**src/rtl/cmd_queue.sv**
```systemverilog
// Command merge-and-buffer stage: per-channel auto-repeat, fixed-priority arbitration
// and a show-ahead FIFO with drop accounting and flush.
module cmd_queue #(
    parameter int              N_CH      = 4,
    parameter int              CMD_W     = 4,
    parameter int              DEPTH     = 8,
    parameter int              DAS_TICK  = 16,
    parameter int              ARR_TICK  = 4,
    parameter logic [CMD_W-1:0] NONE_CODE = '0
) (
    input  logic                      clk,
    input  logic                      reset,
    input  logic [N_CH-1:0]           req_valid,
    input  logic [N_CH*CMD_W-1:0]     req_cmd,
    input  logic [N_CH-1:0]           req_hold,
    input  logic                      flush,
    output logic                      out_valid,
    output logic [CMD_W-1:0]          out_cmd,
    input  logic                      out_ready,
    output logic [$clog2(DEPTH):0]    count,
    output logic                      overflow,
    output logic [15:0]               drop_cnt
);

    localparam int AW    = $clog2(DEPTH);
    localparam int CW    = AW + 1;
    localparam int MAX_T = (DAS_TICK > ARR_TICK) ? DAS_TICK : ARR_TICK;
    localparam int TW    = $clog2(MAX_T) + 1;
    localparam int NW    = $clog2(N_CH + 1);

    logic [TW-1:0]    rep_t_q   [N_CH];
    logic [CMD_W-1:0] rep_cmd_q [N_CH];
    logic [CMD_W-1:0] cand_cmd  [N_CH];
    logic [N_CH-1:0]  rep_req;
    logic [N_CH-1:0]  cand;

    genvar gi;
    generate
        for (gi = 0; gi < N_CH; gi++) begin : g_rep
            // A fresh request in the same cycle suppresses this channel's repeat.
            assign rep_req[gi]  = req_hold[gi] && !req_valid[gi] && (rep_t_q[gi] == TW'(1));
            assign cand[gi]     = req_valid[gi] | rep_req[gi];
            assign cand_cmd[gi] = req_valid[gi] ? req_cmd[gi*CMD_W +: CMD_W] : rep_cmd_q[gi];

            always_ff @(posedge clk or posedge reset) begin
                if (reset) begin
                    rep_t_q[gi]   <= '0;
                    rep_cmd_q[gi] <= NONE_CODE;
                end else if (flush) begin
                    rep_t_q[gi]   <= '0;
                end else if (req_valid[gi]) begin
                    rep_cmd_q[gi] <= req_cmd[gi*CMD_W +: CMD_W];
                    rep_t_q[gi]   <= TW'(DAS_TICK);
                end else if (req_hold[gi]) begin
                    if (rep_t_q[gi] == TW'(1)) begin
                        rep_t_q[gi] <= TW'(ARR_TICK);
                    end else if (rep_t_q[gi] != '0) begin
                        rep_t_q[gi] <= rep_t_q[gi] - TW'(1);
                    end
                end else begin
                    rep_t_q[gi]   <= '0;
                end
            end
        end
    endgenerate

    logic             win_valid;
    logic [CMD_W-1:0] win_cmd;
    logic [NW-1:0]    cand_num;
    logic [NW-1:0]    losers;

    // Ascending scan so the highest-index candidate is the last assignment.
    always_comb begin
        win_valid = 1'b0;
        win_cmd   = NONE_CODE;
        cand_num  = '0;
        for (int c = 0; c < N_CH; c++) begin
            if (cand[c]) begin
                win_valid = 1'b1;
                win_cmd   = cand_cmd[c];
                cand_num  = cand_num + NW'(1);
            end
        end
        losers = win_valid ? (cand_num - NW'(1)) : '0;
    end

    logic [CMD_W-1:0] mem_q [DEPTH];
    logic [AW-1:0]    rd_ptr_q, rd_ptr_d;
    logic [AW-1:0]    wr_ptr_q, wr_ptr_d;
    logic [CW-1:0]    count_q, count_d;
    logic             overflow_q, overflow_d;
    logic [15:0]      drop_q, drop_d;
    logic             full, pop, push, discard;
    logic [16:0]      drop_sum;

    assign full    = (count_q == CW'(DEPTH));
    assign pop     = (count_q != '0) && out_ready && !flush;
    assign push    = win_valid && (!full || pop) && !flush;
    assign discard = win_valid && !push && !flush;

    always_comb begin
        rd_ptr_d   = rd_ptr_q;
        wr_ptr_d   = wr_ptr_q;
        count_d    = count_q;
        overflow_d = 1'b0;
        drop_d     = drop_q;
        drop_sum   = {1'b0, drop_q} + 17'(losers) + 17'(discard);
        if (flush) begin
            rd_ptr_d = '0;
            wr_ptr_d = '0;
            count_d  = '0;
        end else begin
            if (push) wr_ptr_d = wr_ptr_q + AW'(1);
            if (pop)  rd_ptr_d = rd_ptr_q + AW'(1);
            count_d    = count_q + CW'(push) - CW'(pop);
            overflow_d = discard;
            drop_d     = drop_sum[16] ? 16'hFFFF : drop_sum[15:0];
        end
    end

    always_ff @(posedge clk or posedge reset) begin
        if (reset) begin
            rd_ptr_q   <= '0;
            wr_ptr_q   <= '0;
            count_q    <= '0;
            overflow_q <= 1'b0;
            drop_q     <= '0;
        end else begin
            rd_ptr_q   <= rd_ptr_d;
            wr_ptr_q   <= wr_ptr_d;
            count_q    <= count_d;
            overflow_q <= overflow_d;
            drop_q     <= drop_d;
        end
    end

    // Storage carries no reset: occupancy alone decides what is visible.
    always_ff @(posedge clk) begin
        if (push) mem_q[wr_ptr_q] <= win_cmd;
    end

    assign out_valid = (count_q != '0);
    assign out_cmd   = out_valid ? mem_q[rd_ptr_q] : NONE_CODE;
    assign count     = count_q;
    assign overflow  = overflow_q;
    assign drop_cnt  = drop_q;

endmodule

```
**config.mk**
```make
export PLATFORM = sky130hd
export DESIGN_NAME = cmd_queue
export DESIGN_NICKNAME = d
export VERILOG_FILES = /design/src/rtl/cmd_queue.sv
export SDC_FILE = /design/constraint.sdc
export NUM_CORES = 1
export LEC_CHECK = 0
export CORE_UTILIZATION = 35
export DETAILED_ROUTE_END_ITERATION = 10
export PLACE_DENSITY_LB_ADDON = 0.05
export SYNTH_ARGS = -nofsm -noshare
export SYNTH_HDL_FRONTEND = slang
export SYNTH_SLANG_ARGS = --single-unit
```
**constraint.sdc**
```tcl
create_clock -name clk -period 5.2 [get_ports clk]
set_clock_uncertainty 0.05 [all_clocks]
set_input_delay 1.04 -clock clk [delete_from_list [all_inputs] [get_ports clk]]
set_output_delay 1.04 -clock clk [all_outputs]
set_load 0.005 [all_outputs]
```
==> results.md <==
- Yosys reg bits: 95
- Total CTS buffers: 9
- Starting Density: 36.4%
- Worst skew pair latency: 0.35 ns
- Worst EP arrival: 4.86 ns
- Cell count after synthesis: 449
- Leakage: 2.45 nW
- DR vias/cell: 5.16
- Tot GR Track Use: 16.4%
- Buffers on Ports: 53
- Antenna Nets Post-Route: 0
- Final Hold Viols: 0
- Chip Width: 123 um
- Required @ worst endpoint: 5.38 ns
- Gpl congestion: 0.786
- # Max-Cap Violations: 0
- Distinct cells, synth: 50
- Clk root buf: clkbuf_16
- Net count after synthesis: 505
- Post-synthesis sequential area ratio: 49.5%
- Layout filler cell count: 1354
- DP Wirelength: 7.96 mm
- Worst setup EP type: flop
- Finished Cell Area: 6180 um2
- Post-Syn Area per Cell: 11.4 um2
- Router iterations before antenna repair: 6
- Crit Path Max Fanout: 6
- Peak VDD IR: 0.287 mV
- Multi-input logic area: 2440 um2
- CTS tree: built
- Critical path startpoint category: input pin
- Wire length of the first global-routing pass: 18.6 mm
- Sum Neg Setup Slack: 0 ns
- FFs w/ async S/R, synth: 66.3%
- Synth warnings: 0
- Final WS setup: 0.527 ns
- Count of final setup violators: 0
- H-tree depth: 3
- Chip height: 123 um
- Row count: 43
- Hold Path Class: reg2reg
- RSZ-0062 raised after global routing: no
- Top_reg_cell synth: dfrtp_1
- Fmax: 214 MHz
- Min-delay src: rep_cmd_q[10]$_DFFE_PP0N_
- Number of diodes: 0
- Total gr overflow: 0
- Period utilisation layout: 89.9%
- CTS Buffer Depth: 2
- Die area: 15100 um2
- Initial antenna violation count: 0
- Residual DRC: 0
- Crit path kind: in2reg
- Crit. Startpoint: req_hold[1]
- Initial DRC count: 164
- Post-Synthesis Cell Area: 5130 um2
- # Post-CTS Setup Buffers: 0
- Fin. max-slew vios: 0
- Sequential cell area: 2540 um2
- FF-to-FF Start: rep_t_q[16]$_DFFE_PP0P_
- Core area: 14100 um2
- Worst-Margin Slew: 0.772 ns
- Area Growth Syn to Fin: 20.4%
- Largest net degree at the start of global routing: 35
- Clock-pin slew on the worst setup and hold paths: 0.06 ns
- EDFF count, synth: 32
- Routed WL: 11.1 mm
- Vias: 3564
- Post-DP Area: 5890 um2
- CTS sink cnt: 95
- Relative slew margins: 48.4%
- Nets: 562
- Outcome: finished, final reports clean
- Io pins: 54
- Pre-CTS WS: 0.0970 ns
- Vias in the first global route: 3638
- Hold-fix buffers, CTS: 0
- Min Tclk post-route: 4.67 ns
- Power Density: 400 nW/um2
- Post_cts resized: 0
- Share of layout cells above drive strength 1: 13.7%
- Avg WL per Cell: 16.1 um
layout make-up:
type | instances | share of cell area [%]
sequential | 95 | 41.1
multi-input combinational | 315 | 39.4
timing repair buffer | 62 | 9.68
clock buffer | 12 | 3.83
tap | 180 | 3.65
inverter | 23 | 1.44
clock inverter | 4 | 0.891
critical path: stages:
cell             delay (ns)
clkdlybuf4s50_1        0.48
a31oi_4                0.30
inv_4                  0.04
ha_1                   0.30
xnor2_1                0.26
ha_1                   0.28
mux2i_1                0.17
ha_1                   0.25
nor2_1                 0.19
ha_1                   0.26
nor2b_1                0.12
o21ai_0                0.51
nand2_1                0.18
nand4_1                0.14
mux2_2                 0.33
worst paths after layout:
check | to | cells after the start | slack, ns
setup / recovery | drop_cnt[15]$_DFFE_PP0N_ | 15 | 0.53
hold / removal | rep_cmd_q[10]$_DFFE_PP0N_ | 1 | 0.45
setup reg to reg | drop_cnt[15]$_DFFE_PP0N_ | 16 | 0.94
hold reg to reg | rep_cmd_q[10]$_DFFE_PP0N_ | 1 | 0.45
max in group asynchronous | rep_cmd_q[9]$_DFFE_PP0N_ | 3 | 3.07
min in group asynchronous | rep_t_q[0]$_DFFE_PP0P_ | 2 | 1.10
cell families (layout without fill, tap and decap cells):
group | count (synthesis) | after routing | synth area share, %
fa+ha+maj | 28 | 28 | 7.27
xor+xnor | 18 | 18 | 3.07
mux | 51 | 51 | 12.6
simple gates | 151 | 151 | 15.0
flops | 95 | 95 | 49.5
compound gates | 67 | 67 | 9.56
buf+inv | 39 | 101 | 3.02
flip-flops by register name, summed over array words and instances (netlist names):
| name | cells |
|---|---|
| wr_ptr_q | 3 |
| rd_ptr_q | 3 |
| rep_cmd_q | 16 |
| drop_cnt | 16 |
| overflow | 1 |
| count | 4 |
| mem_q | 32 |
| rep_t_q | 20 |
stage by stage:
stage / utilization [%] / total power [mW] / std cells / hold WS, ns
2_1_floorplan: - / 1.52 / 449 / 0.425
3_3_place_gp: 41.8 / 1.83 / 675 / 0.433
3_5_place_dp: 41.8 / 1.83 / 675 / 0.442
4_1_cts: 43.8 / 2.52 / 691 / 0.456
5_1_grt: 43.8 / 2.65 / 691 / 0.459
6_report: 43.8 / 2.47 / 691 / 0.452
synthesized netlist by cell type (9+ instances only):
master	n	area [um2]
mux2i_1	16	160
ha_1	25	313
nand2_1	35	131
mux2_2	27	304
edfxtp_1	32	961
clkbuf_1	12	45.0
a21oi_1	21	105
inv_1	21	78.8
xnor2_1	12	105
a221oi_1	9	78.8
nor3_1	11	55.1
nor2b_1	15	93.8
nor2_1	45	169
dfrtp_1	63	1580
a211oi_1	13	97.6
power by group:
part	internal (mW)	total (mW)	switching (mW)
sequential	0.892	1.01	0.118
clock	0.376	0.665	0.288
combinational	0.434	0.798	0.363
per-layer routing:
layer	wire (um)	GRT usage [%]	up-vias
met4	102	3.69	0
met1	5530	22.3	1754
met2	5110	25.7	60
met3	369	4.75	6
met5	0	0	-
li1	-	-	1744
placed cells by master (no fill, tap or decap), types with 4 or more instances in the layout:
cell type | Yosys | routed
a211oi_1 | 13 | 13
a21oi_1 | 21 | 21
a221oi_1 | 9 | 9
a31oi_1 | 5 | 5
buf_4 | 1 | 9
clkbuf_16 | 0 | 9
clkdlybuf4s50_1 | 0 | 53
dfrtp_1 | 63 | 63
edfxtp_1 | 32 | 32
ha_1 | 25 | 25
inv_1 | 21 | 20
mux2_2 | 27 | 27
mux2i_1 | 16 | 16
mux4_2 | 8 | 8
nand2_1 | 35 | 35
nand3_1 | 8 | 8
nand3b_1 | 5 | 5
nand4_1 | 6 | 6
nor2_1 | 45 | 45
nor2b_1 | 15 | 15
nor3_1 | 11 | 11
nor3b_1 | 7 | 7
o21ai_0 | 5 | 5
or3_1 | 4 | 4
xnor2_1 | 12 | 12
xor2_1 | 6 | 6
No activity file was read; power rests on OpenSTA's default activity.
